### src/rtl/oam_dma.sv
// oam_dma: copies one 256-byte CPU page into sprite OAM after a write to $4014, halting the CPU meanwhile.
// Latency: cpu_rdy drops the cycle after reg_wr and stays low 513 cycles (514 if the write landed on an odd cycle).
// Backpressure: none; the CPU is stalled via cpu_rdy and any reg_wr arriving while busy is ignored.
//
// Ports:
//   clk, reset                  - system clock, async active-high reset
//   reg_wr, cpu_data_in         - $4014 write strobe and source page number
//   cpu_odd_cycle, oam_addr_base - CPU cycle parity and OAMADDR, sampled with reg_wr
//   mem_addr, mem_rd, mem_data_in - CPU-bus read port (data returns the cycle after mem_rd)
//   oam_addr_out, oam_data_out, oam_WE - OAM write port, one-cycle pulse per byte
//   cpu_rdy, busy               - CPU halt (active low) and transfer-in-progress flags
module oam_dma (
    input  logic        clk,
    input  logic        reset,
    input  logic        reg_wr,
    input  logic [7:0]  cpu_data_in,
    input  logic        cpu_odd_cycle,
    input  logic [7:0]  oam_addr_base,
    input  logic [7:0]  mem_data_in,
    output logic        cpu_rdy,
    output logic        busy,
    output logic [15:0] mem_addr,
    output logic        mem_rd,
    output logic [7:0]  oam_addr_out,
    output logic [7:0]  oam_data_out,
    output logic        oam_WE
);

    typedef enum logic [2:0] {
        IDLE,
        HALT,
        ALIGN,
        READ,
        WRITE
    } state_t;

    state_t     state;
    logic [7:0] page;
    logic [7:0] base;
    logic [7:0] index;
    logic       odd;
    logic [7:0] index_nxt;

    assign index_nxt = index + 8'd1;

    // mem_rd and mem_addr are loaded on the edge that enters READ so that
    // they are registered and valid for exactly the READ cycle.
    always_ff @(posedge clk or posedge reset) begin
        if (reset) begin
            state        <= IDLE;
            page         <= 8'd0;
            base         <= 8'd0;
            index        <= 8'd0;
            odd          <= 1'b0;
            cpu_rdy      <= 1'b1;
            busy         <= 1'b0;
            mem_addr     <= 16'd0;
            mem_rd       <= 1'b0;
            oam_addr_out <= 8'd0;
            oam_data_out <= 8'd0;
            oam_WE       <= 1'b0;
        end else begin
            mem_rd <= 1'b0;
            oam_WE <= 1'b0;
            case (state)
                IDLE: begin
                    if (reg_wr) begin
                        page    <= cpu_data_in;
                        base    <= oam_addr_base;
                        odd     <= cpu_odd_cycle;
                        index   <= 8'd0;
                        cpu_rdy <= 1'b0;
                        busy    <= 1'b1;
                        state   <= HALT;
                    end
                end
                HALT: begin
                    if (odd) begin
                        state <= ALIGN;
                    end else begin
                        state    <= READ;
                        mem_rd   <= 1'b1;
                        mem_addr <= {page, index};
                    end
                end
                ALIGN: begin
                    state    <= READ;
                    mem_rd   <= 1'b1;
                    mem_addr <= {page, index};
                end
                READ: begin
                    state <= WRITE;
                end
                WRITE: begin
                    // mem_data_in carries the byte requested in the previous READ cycle.
                    oam_data_out <= mem_data_in;
                    oam_addr_out <= base + index;
                    oam_WE       <= 1'b1;
                    index        <= index_nxt;
                    if (index == 8'hFF) begin
                        state   <= IDLE;
                        cpu_rdy <= 1'b1;
                        busy    <= 1'b0;
                    end else begin
                        state    <= READ;
                        mem_rd   <= 1'b1;
                        mem_addr <= {page, index_nxt};
                    end
                end
                default: begin
                    state <= IDLE;
                end
            endcase
        end
    end

endmodule

### config.mk
export PLATFORM = sky130hd
export DESIGN_NAME = oam_dma
export DESIGN_NICKNAME = d
export VERILOG_FILES = /design/src/rtl/oam_dma.sv
export SDC_FILE = /design/constraint.sdc
export NUM_CORES = 1
export LEC_CHECK = 0
export ABC_AREA = 0
export CAP_MARGIN = 20
export CORE_AREA = 2 2 105 77
export CTS_CLUSTER_DIAMETER = 40
export DETAILED_ROUTE_END_ITERATION = 8
export DIE_AREA = 0 0 107 79
export PLACE_DENSITY = 0.69
export RECOVER_POWER = 25
export SLEW_MARGIN = 20
export SYNTH_ARGS = -nofsm -noshare
export SYNTH_HDL_FRONTEND = slang
export SYNTH_SLANG_ARGS = --single-unit
### constraint.sdc
create_clock -name clk -period 2.1 [get_ports clk]
set_input_delay 0.525 -clock clk [delete_from_list [all_inputs] [get_ports clk]]
set_output_delay 0.525 -clock clk [all_outputs]
set_load 0.02 [all_outputs]
==> results by stage, run 1 <==
Setup path:
- The setup slack of the most critical reg-to-reg path is ~0.14 ns.
- The critical path's top delay family is buffers and inverters.
- In this run the number of cells on the critical path is 1.
- The number of buffers and inverters on the critical path is 1.
- The capturing element type of the critical path is an output port.
- In this design, the stage delay of the slowest critical-path cell is 0.59 ns.
- The required time of the critical path is 1.57 ns.
- The worst setup path is of the flip-flop to output port kind.
- The startpoint identified for the worst register-to-register timing path is index[0]$_DFFE_PP0P_.
- For this design, the slowest cell found on the critical path is clkdlybuf4s50_1.
- The maximum fanout encountered on the critical timing path is 2.
- At the worst endpoint, the arrival time is approximately 1.5 ns.
- The endpoint of the worst register-to-register path is mem_addr[14]$_DFFE_PP0P_.
- Walking the worst path, the cells encountered are clkdlybuf4s50_1.
- The category of the worst setup path launch point is a flip-flop.
- The depth of the most critical reg-to-reg path is 7.

Drt:
- For this block, the initial DRC count from the detailed router was roughly 110.
- Summing over every cut layer, the via total after detailed routing is about 2100.
- The first TritonRoute pass finished after 4 iterations.
- The final layout contains routed wiring with a total length of a little over 6000 um.
- In the routed design, unresolved DRC markers number 0.
- The routed wirelength normalized by instance count is between 10 and 15 um.
- Dividing the detail-routed via count by the number of cells gives between 4 and 5.
- The count of nets left with antenna violations once routing finished came out at 0.

Timing:
- The final critical delay including setup and external delays is about 2 ns.
- For the pin with the worst max-slew slack, the measured transition is 0.6509 ns.
- The relative max-transition margin is 0.5661.
- The maximum clock rate is 503.4 MHz.
- The post-route worst setup slack is 0.1137 ns.
- The final setup skew is around 0.0075 ns.
- Setup repair after global routing left no endpoint under its margin.
- The share of the clock period used by the worst path after layout is 0.9459.
- The count of pins over their slew limit is 0.
- The number of failing setup endpoints in the final timing report is 0.
- After routing, the total negative slack on setup checks comes to 0 ns.
- The number of failing hold endpoints at the final stage came to 0.

Synthesis:
- The most common cell in the synthesized netlist is dfrtp_1.
- The proportion of synthesized chip area in sequential cells is 0.5522.
- Averaged over all synthesized cells, the footprint is about 11 sq um.
- The number of library cell types mapped by synthesis is 44.
- dfrtp_1 takes more of the synthesized area than any other cell.
- The Yosys step of the flow raised 0 warnings.
- The cell count after synthesis came out at approximately 260.
- After synthesis, the cell types taking the most area are dfrtp_1, mux2_2, nand2_1, ha_1, o21ai_0.
- The register bit count reported by yosys is between 60 and 70.
- The cell area after synthesis is 2903 sq um.
- Of the post-synthesis cell area, the dominant cell type holds 0.5431.
- Sorting the synthesized cells by how often they occur yields dfrtp_1, nand2_1, nor2_1.
- The net count after synthesis is 301.
- The count of flip-flops with a built-in enable after synthesis is 0.
- In the synthesized netlist the async set-or-reset flop fraction comes to 1.000.
- Among all flip-flop cells after synthesis, the most frequent one is dfrtp_1.

Global route:
- The overall overflow remaining after global route is 0.
- The pin count of the biggest net entering global routing is 40.
- The overall fraction of global-route tracks in use is 0.1591.
- The global-route wire length before repair is 10340 um.
- The initial antenna violation count came to 0.
- The number of global-route vias before repair is approximately 2200.

Power and ir drop:
- The worst-case vdd ir drop is around 730 uV.
- Power spread over the standard cell area amounts to 1536 nW/um^2.
- The design draws between 5 and 6 mW.
- Summed over all cells, the static leakage comes to approximately 1.7 nW.

Final layout:
- The total number of nets in the final design is roughly 370.
- The filler cells instantiated in the layout total 684.
- The number of antenna diodes in the final layout is 0.
- In the final layout, the share of cells above drive strength 1 is 0.1613.
- The area growth from synthesis to layout is 34.53%.

Clock network:
- Clock-pin slew was measured on the worst setup and hold paths at 0.07 ns.
- The TritonCTS clock tree is done.
- Clock latency on the worst-skew pair, taken at its later pin, is 0.34 ns.
- The clock sink count is 64.
- The clock buffer count from CTS is 9.
- Clock tree synthesis selected as its root buffer the cell clkbuf_8.
- The number of buffers between clock root and the deepest sink is 2.
- The deepest level of the CTS H-tree is 3.
- Gates resized during post-CTS repair numbered 0.

Placed design:
- During placement, the flow inserted port buffers numbering 63.
- At the placement stage, the worst setup path has a slack of slightly above 0.07 ns.
- The congestion estimate from routability-driven global placement came to about 0.78.
- Summed over all nets, the half-perimeter wirelength after detailed placement is approximately 4400 um.

Die:
- The total number of placement rows is 27.
- The floorplan die width is approximately 110 um.
- From bottom edge to top edge, the die measures 79 um.
- 64 I/O pins were placed.
- The effective utilization at floorplan is 0.3853.
- The floorplan step defined a die boundary enclosing 8453 sq um.
- The floorplan step defined a core boundary enclosing roughly 7500 sq um.

Outcome:
- The flow ran to the end, and the final reports show no timing, DRC or antenna violations.

Flow run:
- The number of max-cap violations is 0.

Worst hold path:
- The path with the worst hold slack has its endpoint at oam_data_out[5]$_DFFE_PP0P_.
- Counting instances, the worst hold path has a depth of 2.
- The critical hold path startpoint is oam_data_out[5]$_DFFE_PP0P_.
- The worst hold path class is flip-flop to flip-flop.
==> per-stage QoR <==
stage / instance area (sq um) / utilization / instances / hold slack [ns]
2_1_floorplan: 2907 / - / 263 / 0.4750
6_report: 3905 / 0.5184 / 442 / 0.4716
4_1_cts: 3916 / 0.5198 / 441 / 0.4803
3_5_place_dp: 3695 / 0.4905 / 425 / 0.4622
5_1_grt: 3905 / 0.5184 / 442 / 0.4969
3_3_place_gp: 3695 / 0.4905 / 425 / 0.4569
==> logic make-up (layout without fill, tap and decap cells) <==
kind of cell / Yosys count / in the layout / synth area share
buffers and inverters: 18 / 96 / 0.03189
flip-flops: 64 / 64 / 0.5522
adder cells (fa/ha/maj): 10 / 10 / 0.04569
multiplexers: 26 / 26 / 0.1043
AO/OA/AOI/OAI: 46 / 46 / 0.09440
AND/OR/NAND/NOR: 89 / 89 / 0.1414
XOR/XNOR: 10 / 10 / 0.03017
==> worst max-delay path by stage <==
stage | start | slack [ns] | endpoint
floorplan | index[0]$_DFFE_PP0P_ | 0.33 | oam_addr_out[6]$_DFFE_PP0P_
global placement | reg_wr | 0.07 | page[3]$_DFFE_PP0P_
detailed placement | reg_wr | 0.07 | page[2]$_DFFE_PP0P_
CTS | cpu_rdy$_DFFE_PP1P_ | 0.1 | cpu_rdy
global route | index[0]$_DFFE_PP0P_ | 0.04 | oam_addr_out[6]$_DFFE_PP0P_
finish | cpu_rdy$_DFFE_PP1P_ | 0.11 | cpu_rdy
==> final cells by class <==
cell class	count	area, sq um	area share
repair buffers	72	706.9	0.1810
flip-flops and latches	64	1603	0.4104
clock inverters	5	80.08	0.02051
multi-input cells	181	1216	0.3114
inverters	8	31.28	0.008010
clock buffers	11	141.4	0.03621
well taps	101	126.4	0.03236
==> cell usage in the layout (no fill, tap or decap), drive strengths merged, types with 3 or more instances in the layout <==
master / synthesis / layout
xnor2: 5 / 5
a31oi: 3 / 3
clkdlybuf4s50: 0 / 62
clkbuf: 1 / 13
buf: 9 / 7
clkinvlp: 0 / 3
ha: 9 / 9
inv: 8 / 7
nor2: 23 / 23
o21ai: 19 / 19
nand2: 42 / 42
xor2: 5 / 5
dfrtp: 63 / 63
a21oi: 14 / 14
nand3: 6 / 6
nor3: 3 / 3
a21o: 3 / 3
mux2: 25 / 25
==> registers in the layout, summed over array words and instances (netlist names) <==
signal / cells
oam_addr_out: 8
odd: 1
mem_rd: 1
oam_data_out: 8
base: 8
cpu_rdy: 1
oam_WE: 1
state: 3
index: 8
mem_addr: 16
busy: 1
page: 8
==> tightest hold or removal path, cell delays in order (launching register included) <==
cell     delay (ns)
dfrtp_1        0.34
nand2_1        0.05
nand2_1        0.05
==> layer usage <==
metal,share of wire,routed length [um],GRT usage,up-vias
met5,0,0,0,-
met4,0.0079,48,0.05065,0
met3,0.061,368,0.05090,5
met2,0.47,2865,0.2567,64
met1,0.46,2773,0.2050,1008
li1,-,-,-,1048
==> where the power goes <==
group / total (mW) / internal [mW] / leakage [nW] / switching, mW
sequential: 2.09 / 1.78 / 0.786 / 0.306
combinational: 2.74 / 1.39 / 0.803 / 1.35
clock: 1.17 / 0.699 / 0.106 / 0.473
total: 6.00 / 3.87 / 1.69 / 2.13
==> timing repair <==
| action | CTS | global route |
|---|---|---|
| setup endpoints to repair | 0 | 1 |
| buffers inserted | 0 | 1 |
| hold buffers | 0 | 0 |
No activity file was read; power rests on OpenSTA's default activity.
==> run 2, diff against run 1 <==
--- a/config.mk
+++ b/config.mk
@@ -5,13 +5,13 @@
 export SDC_FILE = /design/constraint.sdc
 export NUM_CORES = 1
 export LEC_CHECK = 0
-export ABC_AREA = 0
+export ABC_AREA = 1
 export CAP_MARGIN = 20
-export CORE_AREA = 2 2 105 77
+export CORE_AREA = 2 2 107 78
 export CTS_CLUSTER_DIAMETER = 40
 export DETAILED_ROUTE_END_ITERATION = 8
-export DIE_AREA = 0 0 107 79
-export PLACE_DENSITY = 0.69
+export DIE_AREA = 0 0 109 80
+export PLACE_DENSITY = 0.68
 export RECOVER_POWER = 25
 export SLEW_MARGIN = 20
 export SYNTH_ARGS = -nofsm -noshare
==> results by stage, run 2 <==
Synthesis:
- The share of async-settable or async-resettable flops after synthesis is 1.000.
- By area the synthesized netlist is led by dfrtp_1, nand2_1, ha_1, inv_1, nand3_1.
- The synthesized-area fraction occupied by adder cells is 0.04443.
- The most frequent cell after synthesis is nand2_1.
- The gate count of the mapped netlist is 365.
- The simple-gate portion of the synthesized area is 0.3106.
- The share of the synthesized area in compound gates (AO/OA/AOI/OAI) was 0.03856.
- The proportion of synthesized chip area in sequential cells is 0.5369.
- The register bit count reported by yosys is between 60 and 70.
- The largest family of logic cells by synthesized area is simple AND/OR/NAND/NOR gates.
- The multiplexer area fraction after synthesis is 0.
- The number of different library cells used by synthesis comes to 30.
- The most used flip-flop cell after synthesis is dfrtp_1.
- The biggest area consumer among synthesized cells is dfrtp_1.
- After synthesis, the most frequently instantiated cells are nand2_1, dfrtp_1, inv_1.
- A synthesized cell averages 8.179 sq um.
- The area share of the leading cell type in the synthesized netlist is 0.5281.
- The number of warnings printed during yosys synthesis is 0.
- The count of flip-flops with a built-in enable after synthesis is 0.
- Of the total synthesized cell area, the portion taken by XOR and XNOR cells is 0.008801.
- The net count after synthesis is 403.
- The cell area after synthesis is around 3000 sq um.

Timing:
- The final setup skew is approximately 0.0074 ns.
- Based on the critical path, the design can be clocked at up to ~500 MHz.
- The number of failing hold endpoints at the final stage is 0.
- After layout, the minimum clock period comes to around 2 ns.
- The number of failing setup endpoints in the final timing report is 0.
- The relative max-transition margin is 0.4203.
- In the final timing run, aggregate negative setup slack is 0 ns.
- The worst hold slack is 0.4702 ns.
- In the finished design, the share of the clock period the worst path needs comes to 0.9499.
- The count of pins over their slew limit is 0.
- Setup repair after global routing left no endpoint under its margin.
- The slew at the pin with the worst max-slew slack is 0.8696 ns.

Global route:
- The global-route wire length before repair is between 10000 and 15000 um.
- Summed over all layers, the global routing overflow is 0.
- The initial antenna violation count came to 0.
- The number of global-route vias before repair is between 2000 and 2500.
- The overall fraction of global-route tracks in use is 0.1710.
- The pin count of the biggest net entering global routing is 65.

Die:
- The die is 109 um wide.
- For this configuration, the core starts out at a cell density of 0.3893.
- The die area is 8720 sq um.
- During I/O placement, the number of pins put on the boundary was 64.
- The placeable core region is ~7700 sq um.
- The vertical extent of the die is ~80 um.
- The total number of placement rows is 27.

Final layout:
- The number of filler cells placed in the layout is 726.
- The net count of the finished layout is about 470.
- The top cell types in the final layout, fill and taps aside, are nand2_1, dfrtp_1, clkdlybuf4s50_1, inv_1, nand3_1.
- The largest register by flop count is mem_addr.
- Compared with the post-synthesis result, the final layout area differs by 31.85%.
- The register with the most flip-flops in the layout has 16 of them.
- In the final layout, the share of cells above drive strength 1 is 0.07955.
- The leading cell type in the layout, fill and taps excluded is nand2_1.
- The repair_antennas step left the layout with diodes totalling 0.

Setup path:
- STA puts the critical path data arrival time at ~1.5 ns.
- The worst setup path endpoint is cpu_rdy.
- Measured in cells, the most critical reg-to-reg path has a length of 11.
- The logic depth of the worst setup path including buffers is 1.
- The category of the worst setup path launch point is a flip-flop.
- Among cell families on the critical path, the largest total delay comes from buffers and inverters.
- The endpoint identified for the worst register-to-register timing path is oam_addr_out[6]$_DFFE_PP0P_.
- Together, buffers and inverters on the worst path number 1.
- The critical path is of the flip-flop to output port type.
- Walking the worst path, the cells encountered are clkdlybuf4s50_1.
- The source of the critical timing path is cpu_rdy$_DFFE_PP1P_.
- At the worst endpoint, the required time is 1.57 ns.
- The worst setup path is captured at an output port.
- The worst-path cell with the longest stage delay is clkdlybuf4s50_1.
- The maximum fanout encountered on the critical timing path is 2.
- The setup check on the worst reg-to-reg path leaves a slack of 0.38 ns.
- The startpoint identified for the worst register-to-register timing path is index[0]$_DFFE_PP0P_.
- The delay of the slowest critical-path stage is 0.60 ns.

Clock network:
- Clock-pin slew was measured on the worst setup and hold paths at about 0.06 ns.
- In this run the number of H-tree levels came out at 3.
- The clock buffer count from CTS is 9.
- The number of buffers added to fix hold violations after cts is 0.
- The master cell of the clock root buffer is clkbuf_8.
- Counting along the longest clock path gives a buffer depth of 2.
- The TritonCTS clock tree is done.
- The clock sink count is 64.
- After clock tree synthesis, the setup repair step added 0 buffers.
- The number of gates resized after CTS was 0.
- The later pin in the worst-skew pair is clocked with a latency of between 0.3 and 0.4 ns.

Power and ir drop:
- The design draws 5.434 mW.
- The share of total power dissipated in the clock network is 0.201.
- The cell leakage power is approximately 2.0 nW.
- Power spread over the standard cell area amounts to between 1000 and 1500 nW/um^2.
- Cell internal power was estimated by the tool at ~3.3 mW.
- The switching part of the total power is 0.3946.
- The combinational fraction of design power is 0.436.
- The worst-case vdd ir drop is just under 800 uV.
- The sequential power share is 0.363.
- The switching power total is approximately 2.1 mW.

Drt:
- The pre-antenna-repair detailed-routing pass consisted of 4 iterations.
- The DRC violation count after routing is 0.
- The vias per cell is around 4.6.
- The violation count after the first detailed-routing iteration is about 160.
- The routed layout has approximately 2500 vias.
- The routed wirelength normalized by instance count is between 10 and 15 um.
- The detailed-route wire length is approximately 6800 um.
- The residual antenna-violating net count after detailed routing is 0.

Placed design:
- The count of port buffers added during placement is 63.
- The wire-length estimate of the detail-placed layout is 4744 um.
- The final estimated routing congestion in global placement is between 0.8 and 0.9.

Flow run:
- The tool flagged a number of max-cap violations equal to 0.

Outcome:
- The flow ran to the end, and the final reports show no timing, DRC or antenna violations.

Worst hold path:
- The worst hold path class is flip-flop to flip-flop.
-- run 2: layout make-up --
| type | count | area, sq um | area share |
|---|---|---|---|
| well taps | 101 | 126.4 | 0.03210 |
| flip-flops and latches | 64 | 1603 | 0.4072 |
| repair buffers | 69 | 675.6 | 0.1716 |
| clock inverters | 3 | 40.04 | 0.01017 |
| multi-input cells | 261 | 1201 | 0.3051 |
| clock buffers | 12 | 165.2 | 0.04196 |
| inverters | 31 | 125.1 | 0.03179 |
-- run 2: worst min path at each step --
stage,cells after the start,from,slack [ns],to
floorplan,2,odd$_DFFE_PP0P_,0.44,odd$_DFFE_PP0P_
global placement,2,cpu_rdy$_DFFE_PP1P_,0.45,cpu_rdy$_DFFE_PP1P_
detailed placement,2,page[2]$_DFFE_PP0P_,0.46,page[2]$_DFFE_PP0P_
CTS,2,cpu_rdy$_DFFE_PP1P_,0.47,cpu_rdy$_DFFE_PP1P_
global route,2,cpu_rdy$_DFFE_PP1P_,0.49,cpu_rdy$_DFFE_PP1P_
finish,2,cpu_rdy$_DFFE_PP1P_,0.47,cpu_rdy$_DFFE_PP1P_
-- run 2: worst register-to-register path, stage by stage, from the launching register on --
cell      delay [ns]
dfrtp_1         0.40
ha_1            0.20
inv_1           0.06
fa_1            0.39
inv_1           0.07
nand2_1         0.04
nand2_1         0.09
nand3b_1        0.12
nand2_1         0.08
nand2_1         0.04
nand3_1         0.07
nand2_1         0.06
-- run 2: cells by family after synthesis --
logic type,Yosys count
simple gates,226
flops,64
fa+ha+maj,10
compound gates,22
xor+xnor,3
buf+inv,40
-- run 2: through the flow --
step,worst slack (ns),utilization,area [sq um],instances
after detailed placement,0.3032,0.4882,3744,526
after global placement,0.3428,0.4882,3744,526
after floorplan,0.5702,-,2989,365
after global routing,0.05918,0.5133,3936,541
after CTS,0.07795,0.5149,3949,541
final,0.1052,0.5133,3936,541
-- run 2: power groups by stage --
stage	clock network, mW	registers [mW]	logic [mW]
final	1.09	1.97	2.37
after global routing	1.20	2.03	2.67
after CTS	1.13	1.98	2.40
after detailed placement	0	1.99	2.39
after global placement	0	1.99	2.35
after floorplan	0	2.27	1.27
-- run 2: layer usage --
metal,wire length [um],track usage,part of all wire,vias up
met5,0,0,0,-
met4,31,0.02436,0.0046,0
met3,525,0.07592,0.078,6
met2,2966,0.2553,0.44,75
met1,3243,0.2340,0.48,1152
li1,-,-,-,1269
==> run 3, diff against run 2 <==
--- a/config.mk
+++ b/config.mk
@@ -17,3 +17,4 @@
 export SYNTH_ARGS = -nofsm -noshare
 export SYNTH_HDL_FRONTEND = slang
 export SYNTH_SLANG_ARGS = --single-unit
+export TNS_END_PERCENT = 5
==> results of run 3 <==
Same layout as run 2: the final DEF is identical, and so are final timing and power.
